===== src/rtl/motion_ipif_master_if.sv =====
// Command/response and IPIF bus signal bundle for motion_ipif_master.
// master: the initiator's view; slave: the command source plus user_logic side.
interface motion_ipif_master_if #(
  parameter int unsigned C_NUM_CE = 32,
  parameter int unsigned C_IDX_W  = 5
);
  logic                  Cmd_Valid;
  logic                  Cmd_Ready;
  logic                  Cmd_RNW;
  logic [C_IDX_W-1:0]    Cmd_Index;
  logic [0:31]           Cmd_Data;
  logic [0:3]            Cmd_BE;

  logic                  Rsp_Valid;
  logic [0:31]           Rsp_Data;
  logic                  Rsp_Error;
  logic                  Rsp_Timeout;
  logic                  Busy;

  logic [0:31]           Bus2IP_Addr;
  logic [0:0]            Bus2IP_CS;
  logic                  Bus2IP_RNW;
  logic [0:31]           Bus2IP_Data;
  logic [0:3]            Bus2IP_BE;
  logic [0:C_NUM_CE-1]   Bus2IP_RdCE;
  logic [0:C_NUM_CE-1]   Bus2IP_WrCE;

  logic [0:31]           IP2Bus_Data;
  logic                  IP2Bus_RdAck;
  logic                  IP2Bus_WrAck;
  logic                  IP2Bus_Error;

  modport master (
    input  Cmd_Valid, Cmd_RNW, Cmd_Index, Cmd_Data, Cmd_BE,
    output Cmd_Ready,
    output Rsp_Valid, Rsp_Data, Rsp_Error, Rsp_Timeout, Busy,
    output Bus2IP_Addr, Bus2IP_CS, Bus2IP_RNW, Bus2IP_Data, Bus2IP_BE,
    output Bus2IP_RdCE, Bus2IP_WrCE,
    input  IP2Bus_Data, IP2Bus_RdAck, IP2Bus_WrAck, IP2Bus_Error
  );

  modport slave (
    output Cmd_Valid, Cmd_RNW, Cmd_Index, Cmd_Data, Cmd_BE,
    input  Cmd_Ready,
    input  Rsp_Valid, Rsp_Data, Rsp_Error, Rsp_Timeout, Busy,
    input  Bus2IP_Addr, Bus2IP_CS, Bus2IP_RNW, Bus2IP_Data, Bus2IP_BE,
    input  Bus2IP_RdCE, Bus2IP_WrCE,
    output IP2Bus_Data, IP2Bus_RdAck, IP2Bus_WrAck, IP2Bus_Error
  );
endinterface


===== src/rtl/motion_ipif_master.sv =====
// Register-access initiator for the motion core IPIF slave port.
// Turns single-entry commands into Bus2IP_* cycles with one-hot RdCE/WrCE,
// waits for the matching ack or a timeout, and returns a one-cycle response.
module motion_ipif_master #(
  parameter int unsigned C_NUM_CE   = 32,
  parameter int unsigned C_IDX_W    = 5,
  parameter logic [31:0] C_BASEADDR = 32'h0000_0000,
  parameter int unsigned C_TIMEOUT  = 16
) (
  input logic                  Bus2IP_Clk,
  input logic                  Bus2IP_Resetn,
  motion_ipif_master_if.master bus
);

  localparam int unsigned      CNT_W    = (C_TIMEOUT > 1) ? $clog2(C_TIMEOUT) : 1;
  localparam logic [CNT_W-1:0] CNT_LAST = CNT_W'(C_TIMEOUT - 1);

  typedef enum logic [1:0] {
    ST_IDLE,
    ST_ACCESS,
    ST_RESP
  } state_e;

  state_e              state_q, state_d;
  logic [CNT_W-1:0]    cnt_q, cnt_d;
  logic                cmd_ready_q, cmd_ready_d;
  logic                busy_q, busy_d;
  logic                rsp_valid_q, rsp_valid_d;
  logic [0:31]         rsp_data_q, rsp_data_d;
  logic                rsp_error_q, rsp_error_d;
  logic                rsp_timeout_q, rsp_timeout_d;
  logic [0:31]         addr_q, addr_d;
  logic [0:31]         data_q, data_d;
  logic [0:3]          be_q, be_d;
  logic                rnw_q, rnw_d;
  logic                cs_q, cs_d;
  logic [0:C_NUM_CE-1] rd_ce_q, rd_ce_d;
  logic [0:C_NUM_CE-1] wr_ce_q, wr_ce_d;

  logic [31:0]         idx_ext;
  logic                idx_bad;
  logic [31:0]         addr_calc;
  logic [0:C_NUM_CE-1] ce_onehot;
  logic                ack;

  // Decode the incoming command index: range check, address and one-hot CE.
  always_comb begin
    idx_ext   = 32'(bus.Cmd_Index);
    idx_bad   = (idx_ext >= C_NUM_CE);
    addr_calc = C_BASEADDR + (idx_ext << 2);
    ce_onehot = '0;
    for (int unsigned i = 0; i < C_NUM_CE; i++) begin
      ce_onehot[i] = (idx_ext == i);
    end
  end

  // Next-state and next-output computation; every output is a flop.
  always_comb begin
    state_d       = state_q;
    cnt_d         = cnt_q;
    cmd_ready_d   = cmd_ready_q;
    busy_d        = busy_q;
    rsp_valid_d   = 1'b0;
    rsp_data_d    = '0;
    rsp_error_d   = 1'b0;
    rsp_timeout_d = 1'b0;
    addr_d        = addr_q;
    data_d        = data_q;
    be_d          = be_q;
    rnw_d         = rnw_q;
    cs_d          = cs_q;
    rd_ce_d       = rd_ce_q;
    wr_ce_d       = wr_ce_q;
    ack           = rnw_q ? bus.IP2Bus_RdAck : bus.IP2Bus_WrAck;

    case (state_q)
      ST_IDLE: begin
        if (bus.Cmd_Valid) begin
          cmd_ready_d = 1'b0;
          busy_d      = 1'b1;
          cnt_d       = '0;
          if (idx_bad) begin
            state_d     = ST_RESP;
            rsp_valid_d = 1'b1;
            rsp_error_d = 1'b1;
          end else begin
            state_d = ST_ACCESS;
            cs_d    = 1'b1;
            addr_d  = addr_calc;
            data_d  = bus.Cmd_Data;
            be_d    = bus.Cmd_BE;
            rnw_d   = bus.Cmd_RNW;
            rd_ce_d = bus.Cmd_RNW ? ce_onehot : '0;
            wr_ce_d = bus.Cmd_RNW ? '0 : ce_onehot;
          end
        end
      end

      ST_ACCESS: begin
        cnt_d = cnt_q + CNT_W'(1);
        // An ack coinciding with counter expiry takes priority over the timeout.
        if (ack || (cnt_q == CNT_LAST)) begin
          state_d     = ST_RESP;
          cs_d        = 1'b0;
          rd_ce_d     = '0;
          wr_ce_d     = '0;
          rsp_valid_d = 1'b1;
          if (ack) begin
            rsp_error_d = bus.IP2Bus_Error;
            rsp_data_d  = (rnw_q && !bus.IP2Bus_Error) ? bus.IP2Bus_Data : '0;
          end else begin
            rsp_error_d   = 1'b1;
            rsp_timeout_d = 1'b1;
          end
        end
      end

      ST_RESP: begin
        state_d     = ST_IDLE;
        cmd_ready_d = 1'b1;
        busy_d      = 1'b0;
        cnt_d       = '0;
      end

      default: begin
        state_d     = ST_IDLE;
        cmd_ready_d = 1'b1;
        busy_d      = 1'b0;
        cs_d        = 1'b0;
        rd_ce_d     = '0;
        wr_ce_d     = '0;
        cnt_d       = '0;
      end
    endcase
  end

  // State and output registers; reset drops CE/CS at once and discards the command.
  always_ff @(posedge Bus2IP_Clk or negedge Bus2IP_Resetn) begin
    if (!Bus2IP_Resetn) begin
      state_q       <= ST_IDLE;
      cnt_q         <= '0;
      cmd_ready_q   <= 1'b1;
      busy_q        <= 1'b0;
      rsp_valid_q   <= 1'b0;
      rsp_data_q    <= '0;
      rsp_error_q   <= 1'b0;
      rsp_timeout_q <= 1'b0;
      addr_q        <= '0;
      data_q        <= '0;
      be_q          <= '0;
      rnw_q         <= 1'b0;
      cs_q          <= 1'b0;
      rd_ce_q       <= '0;
      wr_ce_q       <= '0;
    end else begin
      state_q       <= state_d;
      cnt_q         <= cnt_d;
      cmd_ready_q   <= cmd_ready_d;
      busy_q        <= busy_d;
      rsp_valid_q   <= rsp_valid_d;
      rsp_data_q    <= rsp_data_d;
      rsp_error_q   <= rsp_error_d;
      rsp_timeout_q <= rsp_timeout_d;
      addr_q        <= addr_d;
      data_q        <= data_d;
      be_q          <= be_d;
      rnw_q         <= rnw_d;
      cs_q          <= cs_d;
      rd_ce_q       <= rd_ce_d;
      wr_ce_q       <= wr_ce_d;
    end
  end

  assign bus.Cmd_Ready    = cmd_ready_q;
  assign bus.Busy         = busy_q;
  assign bus.Rsp_Valid    = rsp_valid_q;
  assign bus.Rsp_Data     = rsp_data_q;
  assign bus.Rsp_Error    = rsp_error_q;
  assign bus.Rsp_Timeout  = rsp_timeout_q;
  assign bus.Bus2IP_Addr  = addr_q;
  assign bus.Bus2IP_CS    = cs_q;
  assign bus.Bus2IP_RNW   = rnw_q;
  assign bus.Bus2IP_Data  = data_q;
  assign bus.Bus2IP_BE    = be_q;
  assign bus.Bus2IP_RdCE  = rd_ce_q;
  assign bus.Bus2IP_WrCE  = wr_ce_q;

endmodule


===== src/flat_wrapper.sv =====
// flat-port wrapper written by rule: the top's interface ports become plain ports
module motion_ipif_master_flat 
#(
  parameter int unsigned C_NUM_CE   = 32,
  parameter int unsigned C_IDX_W    = 5,
  parameter logic [31:0] C_BASEADDR = 32'h0000_0000,
  parameter int unsigned C_TIMEOUT  = 16
)
  (Bus2IP_Clk, Bus2IP_Resetn, bus_Cmd_Valid, bus_Cmd_RNW, bus_Cmd_Index, bus_Cmd_Data, bus_Cmd_BE, bus_Cmd_Ready, bus_Rsp_Valid, bus_Rsp_Data, bus_Rsp_Error, bus_Rsp_Timeout, bus_Busy, bus_Bus2IP_Addr, bus_Bus2IP_CS, bus_Bus2IP_RNW, bus_Bus2IP_Data, bus_Bus2IP_BE, bus_Bus2IP_RdCE, bus_Bus2IP_WrCE, bus_IP2Bus_Data, bus_IP2Bus_RdAck, bus_IP2Bus_WrAck, bus_IP2Bus_Error);
  motion_ipif_master_if #(.C_NUM_CE(C_NUM_CE), .C_IDX_W(C_IDX_W)) bus_i ();
  input logic Bus2IP_Clk;
  input logic Bus2IP_Resetn;
  input wire logic [$bits(bus_i.Cmd_Valid)-1:0] bus_Cmd_Valid;
  input wire logic [$bits(bus_i.Cmd_RNW)-1:0] bus_Cmd_RNW;
  input wire logic [$bits(bus_i.Cmd_Index)-1:0] bus_Cmd_Index;
  input wire logic [$bits(bus_i.Cmd_Data)-1:0] bus_Cmd_Data;
  input wire logic [$bits(bus_i.Cmd_BE)-1:0] bus_Cmd_BE;
  output wire logic [$bits(bus_i.Cmd_Ready)-1:0] bus_Cmd_Ready;
  output wire logic [$bits(bus_i.Rsp_Valid)-1:0] bus_Rsp_Valid;
  output wire logic [$bits(bus_i.Rsp_Data)-1:0] bus_Rsp_Data;
  output wire logic [$bits(bus_i.Rsp_Error)-1:0] bus_Rsp_Error;
  output wire logic [$bits(bus_i.Rsp_Timeout)-1:0] bus_Rsp_Timeout;
  output wire logic [$bits(bus_i.Busy)-1:0] bus_Busy;
  output wire logic [$bits(bus_i.Bus2IP_Addr)-1:0] bus_Bus2IP_Addr;
  output wire logic [$bits(bus_i.Bus2IP_CS)-1:0] bus_Bus2IP_CS;
  output wire logic [$bits(bus_i.Bus2IP_RNW)-1:0] bus_Bus2IP_RNW;
  output wire logic [$bits(bus_i.Bus2IP_Data)-1:0] bus_Bus2IP_Data;
  output wire logic [$bits(bus_i.Bus2IP_BE)-1:0] bus_Bus2IP_BE;
  output wire logic [$bits(bus_i.Bus2IP_RdCE)-1:0] bus_Bus2IP_RdCE;
  output wire logic [$bits(bus_i.Bus2IP_WrCE)-1:0] bus_Bus2IP_WrCE;
  input wire logic [$bits(bus_i.IP2Bus_Data)-1:0] bus_IP2Bus_Data;
  input wire logic [$bits(bus_i.IP2Bus_RdAck)-1:0] bus_IP2Bus_RdAck;
  input wire logic [$bits(bus_i.IP2Bus_WrAck)-1:0] bus_IP2Bus_WrAck;
  input wire logic [$bits(bus_i.IP2Bus_Error)-1:0] bus_IP2Bus_Error;
  assign bus_i.Cmd_Valid = bus_Cmd_Valid;
  assign bus_i.Cmd_RNW = bus_Cmd_RNW;
  assign bus_i.Cmd_Index = bus_Cmd_Index;
  assign bus_i.Cmd_Data = bus_Cmd_Data;
  assign bus_i.Cmd_BE = bus_Cmd_BE;
  assign bus_Cmd_Ready = bus_i.Cmd_Ready;
  assign bus_Rsp_Valid = bus_i.Rsp_Valid;
  assign bus_Rsp_Data = bus_i.Rsp_Data;
  assign bus_Rsp_Error = bus_i.Rsp_Error;
  assign bus_Rsp_Timeout = bus_i.Rsp_Timeout;
  assign bus_Busy = bus_i.Busy;
  assign bus_Bus2IP_Addr = bus_i.Bus2IP_Addr;
  assign bus_Bus2IP_CS = bus_i.Bus2IP_CS;
  assign bus_Bus2IP_RNW = bus_i.Bus2IP_RNW;
  assign bus_Bus2IP_Data = bus_i.Bus2IP_Data;
  assign bus_Bus2IP_BE = bus_i.Bus2IP_BE;
  assign bus_Bus2IP_RdCE = bus_i.Bus2IP_RdCE;
  assign bus_Bus2IP_WrCE = bus_i.Bus2IP_WrCE;
  assign bus_i.IP2Bus_Data = bus_IP2Bus_Data;
  assign bus_i.IP2Bus_RdAck = bus_IP2Bus_RdAck;
  assign bus_i.IP2Bus_WrAck = bus_IP2Bus_WrAck;
  assign bus_i.IP2Bus_Error = bus_IP2Bus_Error;
  motion_ipif_master #(.C_NUM_CE(C_NUM_CE), .C_IDX_W(C_IDX_W), .C_BASEADDR(C_BASEADDR), .C_TIMEOUT(C_TIMEOUT)) u_core (.Bus2IP_Clk(Bus2IP_Clk), .Bus2IP_Resetn(Bus2IP_Resetn), .bus(bus_i));
endmodule

===== config.mk =====
export PLATFORM = sky130hd
export DESIGN_NAME = motion_ipif_master_flat
export DESIGN_NICKNAME = d
export VERILOG_FILES = /design/src/rtl/motion_ipif_master_if.sv /design/src/rtl/motion_ipif_master.sv /design/src/flat_wrapper.sv
export SDC_FILE = /design/constraint.sdc
export NUM_CORES = 1
export LEC_CHECK = 0
export CAP_MARGIN = 40
export CORE_ASPECT_RATIO = 0.75
export CORE_MARGIN = 5
export CORE_UTILIZATION = 40
export CTS_CLUSTER_SIZE = 16
export DETAILED_ROUTE_END_ITERATION = 12
export PLACE_DENSITY = 0.77
export SLEW_MARGIN = 20
export SYNTH_ARGS = -nofsm -noshare
export SYNTH_HDL_FRONTEND = slang
export SYNTH_SLANG_ARGS = --single-unit

===== constraint.sdc =====
create_clock -name Bus2IP_Clk -period 1.61 [get_ports Bus2IP_Clk]
set_input_delay 0.322 -clock Bus2IP_Clk [delete_from_list [all_inputs] [get_ports Bus2IP_Clk]]
set_output_delay 0.322 -clock Bus2IP_Clk [all_outputs]
set_load 0.01 [all_outputs]

* After elaboration in Yosys (flattened, before gate mapping) *
Index checks and enable logic that the tools add are counted.

storage, ports and cells
  input port bits = 80
  logic and storage cells = 94
  bits in registers = 150

operators by class
  reduce and logical (&&, ||, !) cells = 9
  bitwise logic cells = 2
  equality and inequality tests = 36
  mux-type cells = 31
  add/subtract/negate cells = 1

operators by type and width
  cell                                                             count
  32-bit two-way mux                                               9
  32-bit case mux with 3 select lines                              2
  5-bit == test, second input constant                             16
  5-bit by 4-bit == test with 1-bit output, second input constant  8
  5-bit by 3-bit == test with 1-bit output, second input constant  4
  1-bit two-way mux                                                12
  5-bit by 2-bit == test with 1-bit output, second input constant  2
  4-bit case mux with 2 select lines                               1
  2-bit AND reduction                                              3
  5-bit by 1-bit == test with 1-bit output, second input constant  1
  5-bit zero test                                                  1
  4-bit by 1-bit adder with 4-bit output, second input constant    1
  4-bit == test, second input constant                             1
  2-bit two-way mux                                                2
  4-bit two-way mux                                                1
  1-bit case mux with 2 select lines                               2
  2-bit case mux with 2 select lines                               1
  1-bit case mux with 3 select lines                               1
  3-bit AND reduction                                              1
  2-bit by 1-bit == test with 1-bit output, second input constant  1
  2-bit == test, second input constant                             1
  2-bit zero test                                                  1
  2-bit by 1-bit != test with 1-bit output, second input constant  1
  2-bit != test, second input constant                             1
  4 further kinds                                                  5

* Depth between registers and ports, before layout *
Gate-level depths: netlist of the first run.

  depth in word-level cells = 6
  depth in mapped cells = 6

* Worst setup path before layout of the first run *
No wires, ideal clock.

  kind = register to register
  start point = register u_core.cnt_q[0]
  end point = register u_core.wr_ce_q (netlist bit u_core.bus.Bus2IP_WrCE[10])
  arrival = 1.584 ns
  clock period less this slack = 1.709 ns
  buffers on the path = 2
  setup slack = -0.099 ns
  stages on the path, launching flop included = 7
  path through = dfrtp_1 -> ha_1 -> nand3_1 -> a32oi_1 -> buf_4 -> buf_6 -> mux2_4

between the ends
  longest elaborated chain between the ends = 4

ends and longest elaborated chain
  item                                                       RTL line                   text
  start: declaration                                         motion_ipif_master.sv:25   logic [CNT_W-1:0] cnt_q, cnt_d;
  start signal: assignment                                   motion_ipif_master.sv:157  cnt_q <= cnt_d;
  4-bit == test                                              motion_ipif_master.sv:102  if (ack || (cnt_q == CNT_LAST)) begin
  1-bit logical OR                                           motion_ipif_master.sv:102
  2-bit by 1-bit != test with 1-bit output (no source line)  n/a
  3-bit AND reduction (no source line)                       n/a
  end signal: assignment                                     motion_ipif_master.sv:170  wr_ce_q <= wr_ce_d;
  end: declaration                                           motion_ipif_master.sv:38   logic [0:C_NUM_CE-1] wr_ce_q, wr_ce_d;

No other way between the ends.
A chain may end at the register's enable or synchronous reset.

* Final worst setup path of the first run *
  start point = register u_core.cnt_q[0]
  end point = register u_core.wr_ce_q (netlist bit u_core.bus.Bus2IP_WrCE[28])

Same word-level chain as after synthesis.

==> summary.md, run 1 <==
| Metric | Value |
|---|---|
| Synthesis Warnings | `0` |
| RSZ-0062 raised after global routing | `yes` |
| Wire length per cell | `19.1 um` |
| First-pass GRT wire length | `28.6 mm` |
| PwrDens | `1430 nW/um^2` |
| Final Worst Setup Slack | `-0.102 ns` |
| R2R setup slack | `-0.10 ns` |
| Multi-input logic area | `2460 sq um` |
| Post-synth cell types | `42` |
| Initial DRC count | `170` |
| Fmax | `584 MHz` |
| Status | `finished, violations left` |
| Hold WS | `0.402 ns` |
| Root buffer cell | `clkbuf_16` |
| Post-synth EDFFs | `0` |
| Antenna violations before repair | `0` |
| FF-to-FF Start | `u_core.cnt_q[0]` |
| I/O pin count | `251` |
| Die Ht | `120 um` |
| Critical path's slowest cell | `dfrtp_1` |
| CP startpoint | `u_core.cnt_q[0]` |
| Layout cells sized above 1 | `27.2%` |
| Post-Route WL | `18.8 mm` |
| Vias | `4,736` |
| Synth Area in Adders | `0.195%` |
| Worst r2r path cells | `6` |
| Post-synth ARST share | `100%` |
| First-pass DRT Iterations | `4` |
| Maximum vdd drop | `0.966 mV` |
| Pin count of the biggest net entering global routing | `45` |
| Port Buf Inserts | `223` |
| Worst Path Max Fanout | `13` |
| Post-synthesis cell count | `486` |
| Drt drc | `0` |
| Area grow syn2layout | `54.5%` |
| GRT Total Usage | `19.5%` |
| CP cell instances | `ha_4 -> nand3_4 -> a32oi_4 -> buf_4 -> buf_12 -> mux2_2` |
| Clock Sinks | `150` |
| XOR/XNOR Fraction of Synth Area | `0.273%` |
| Placer Congestion | `0.817` |
| Clk_skew | `0.0138 ns` |
| Routed Antenna Nets | `0` |
| Reported max-cap violation count | `0` |
| Final HPWL DP | `13.3 mm` |
| Core Area | `15,900 sq um` |
| FF/Latch Area | `3760 sq um` |
| CP required | `1.91 ns` |
| Htree depth | `4` |
| Crit end category | `register` |
| Global route overflow | `0` |
| Clock buffer count from CTS | `17` |
| Violated checks | `setup timing` |
| Reg-to-Reg End | `u_core.bus.Bus2IP_WrCE[28]` |
| CP max stage delay | `0.40 ns` |
| Post-synthesis simple-gate area fraction | `12.8%` |
| Final Instance Count excl. Fillers | `989` |
| Worst EP arrival | `2.01 ns` |
| Final hold vios | `0` |
| Bufs on Longest Clock Path | `2` |
| Clk_lat worst skew | `0.42 ns` |
| Die area | `18,700 sq um` |
| Post-synthesis mux area share | `20.0%` |
| Compound-Gate Fraction of Synth Area | `0.838%` |
| Number of synthesized register bits | `150` |
| Synthesized cell area | `6420 sq um` |
| Chip width | `156 um` |
| Critical path launch point type | `register` |
| Final Slew Violations | `0` |
| Synth Area per Inst | `13.2 sq um` |
| Min Tclk post-route | `1.71 ns` |
| Hold crit path type | `input port to asynchronous set/reset pin` |
| Top FF cell, synth | `dfrtp_1` |
| Final Cycle Share | `106%` |
| Worst setup path class | `register to register` |
| FILL cells | `1,255` |
| Finish-stage setup viols | `64` |
| Layout net count | `847` |
| Drt via density | `4.79` |
| Antenna diodes | `0` |
| CTS tree | `yes` |
| FP Rows | `40` |
| Leakage | `0.00506 uW` |
| Starting density of the core | `40.4%` |
| Vias in the first global route | `5,178` |
| Largest family of logic cells by synthesized area | `multiplexers` |
| Placed Cells | `937` |
| Sequential cell area fraction in the yosys report | `58.5%` |
| Worst-path clk slew | `0.07 ns` |
per-stage QoR:
step | area [sq um] | setup slack, ns | setup TNS (ns) | utilization (%) | total power (uW)
2_1_floorplan | 6530 | -0.0397 | -1.72 | - | 7610
3_3_place_gp | 9110 | -0.406 | -38.55 | 57.4 | 9880
3_5_place_dp | 9110 | -0.444 | -38.66 | 57.4 | 10000
4_1_cts | 9670 | -0.111 | -7.27 | 60.9 | 13800
5_1_grt | 9910 | -0.147 | -8.06 | 62.5 | 14900
6_report | 9910 | -0.102 | -4.38 | 62.5 | 14200
cell families (layout without fill, tap and decap cells):
logic type	count (synthesis)	after routing
mux	109	109
flops	150	150
compound gates	9	9
buf+inv	73	340
other cells	1	27
fa+ha+maj	1	1
simple gates	141	141
xor+xnor	2	2
final cells by class:
class | instances | area share [%]
clock buffer | 22 | 4.68
clock inverter | 10 | 0.972
inverter | 15 | 0.568
multi-input combinational | 289 | 24.8
sequential | 150 | 37.9
tap | 210 | 2.65
timing repair buffer | 293 | 28.4
how the worst max path moves through the flow:
stage                                       to  slack, ns  depth (start not counted)
finish              u_core.bus.Bus2IP_WrCE[28]      -0.10                          6
global route        u_core.bus.Bus2IP_RdCE[12]      -0.15                          6
CTS                 u_core.bus.Bus2IP_WrCE[20]      -0.11                          6
detailed placement   u_core.bus.Bus2IP_RdCE[6]      -0.44                          6
global placement    u_core.bus.Bus2IP_RdCE[17]      -0.41                          5
floorplan           u_core.bus.Bus2IP_RdCE[11]      -0.04                          5
power breakdown:
part	internal, uW	switching [uW]	total [uW]	leakage [uW]
Clock	2220	1570	3790	0.000263
Sequential	4540	459	4990	0.00198
Combinational	3000	2430	5440	0.00282
registers in the layout (all words and copies together), names as in the netlist:
signal / count
u_core.bus.Bus2IP_Data: 32
u_core.cnt_q: 4
u_core.bus.Busy: 1
u_core.state_q: 2
u_core.bus.Rsp_Data: 32
u_core.bus.Rsp_Error: 1
u_core.bus.Bus2IP_RNW: 1
u_core.bus.Bus2IP_Addr: 5
u_core.bus.Bus2IP_CS: 1
u_core.bus.Rsp_Timeout: 1
u_core.bus.Bus2IP_RdCE: 32
u_core.bus.Cmd_Ready: 1
u_core.bus.Bus2IP_BE: 4
u_core.bus.Rsp_Valid: 1
u_core.bus.Bus2IP_WrCE: 32
layer usage:
metal | up-vias | wire, um | GRT usage [%]
met2 | 223 | 9350 | 31.8
met1 | 2348 | 7130 | 23.5
li1 | 2143 | - | -
met3 | 22 | 2050 | 8.51
met4 | 0 | 313 | 5.75
met5 | - | 0 | 0
repair_timing:
action                                 in CTS  in global routing
endpoints found under the hold margin      36                  0
buffers inserted                            2                 10
setup endpoints to repair                 250                119
pin swaps                                   0                  3
gates resized for setup                   169                 19
hold buffers                                1                  0
gates cloned                                2                  5
critical path, delay by kind of cell (launching register included):
kind                       cells  cell delay (ns)
muxes                          1             0.34
adders and majority gates      1             0.17
DFF                            1             0.40
buffers and inverters          2             0.31
and+or+nand+nor                1             0.07
AOI/OAI and AO/OA              1             0.31
placed cells by master (no fill, tap or decap), drive strengths merged, types with 2 or more instances in the layout:
| cell type | count |
|---|---|
| clkinv | 3 |
| mux2i | 14 |
| nor2b | 5 |
| nor4 | 8 |
| nand3 | 3 |
| nand2 | 16 |
| nand4b | 4 |
| inv | 17 |
| a21oi | 5 |
| clkinvlp | 4 |
| and2 | 32 |
| dlygate4sd2 | 143 |
| nor4b | 2 |
| nand2b | 3 |
| clkbuf | 26 |
| nor2 | 49 |
| buf | 67 |
| or4 | 2 |
| mux2 | 95 |
| conb | 27 |
| nor3b | 2 |
| dfrtp | 149 |
| nor4bb | 5 |
| xor2 | 2 |
| clkdlybuf4s50 | 78 |
| or4b | 6 |
cell usage after synthesis (2+ instances only):
cell	instances	area (sq um)
nor4b_1	2	17.5
buf_2	10	50.1
clkbuf_1	8	30.0
a21oi_1	5	25.0
or4b_2	4	40.0
nor4bb_1	5	50.1
nand2_1	16	60.1
nor4_4	2	42.5
and2_1	32	200
mux2i_1	13	130
mux2_2	62	698
inv_1	15	56.3
or4b_1	2	20.0
nand2b_1	2	12.5
nor2b_1	5	31.3
nor3b_1	2	15.0
nand3_1	3	15.0
nor2_1	49	184
nand4b_1	4	35.0
dfrtp_1	149	3730
buf_4	32	240
xor2_1	2	17.5
nor4_1	6	37.5
buf_6	7	78.8
mux2_4	18	270
mux2_1	15	169
No activity file was read; power rests on OpenSTA's default activity.
==> run 2: changes to the inputs <==
--- a/config.mk
+++ b/config.mk
@@ -9,6 +9,7 @@
 export CORE_ASPECT_RATIO = 0.75
 export CORE_MARGIN = 5
 export CORE_UTILIZATION = 40
+export CTS_CLUSTER_DIAMETER = 80
 export CTS_CLUSTER_SIZE = 16
 export DETAILED_ROUTE_END_ITERATION = 12
 export PLACE_DENSITY = 0.77
==> results of run 2 <==
The final DEF is identical to that of run 1; final timing and power are the same.
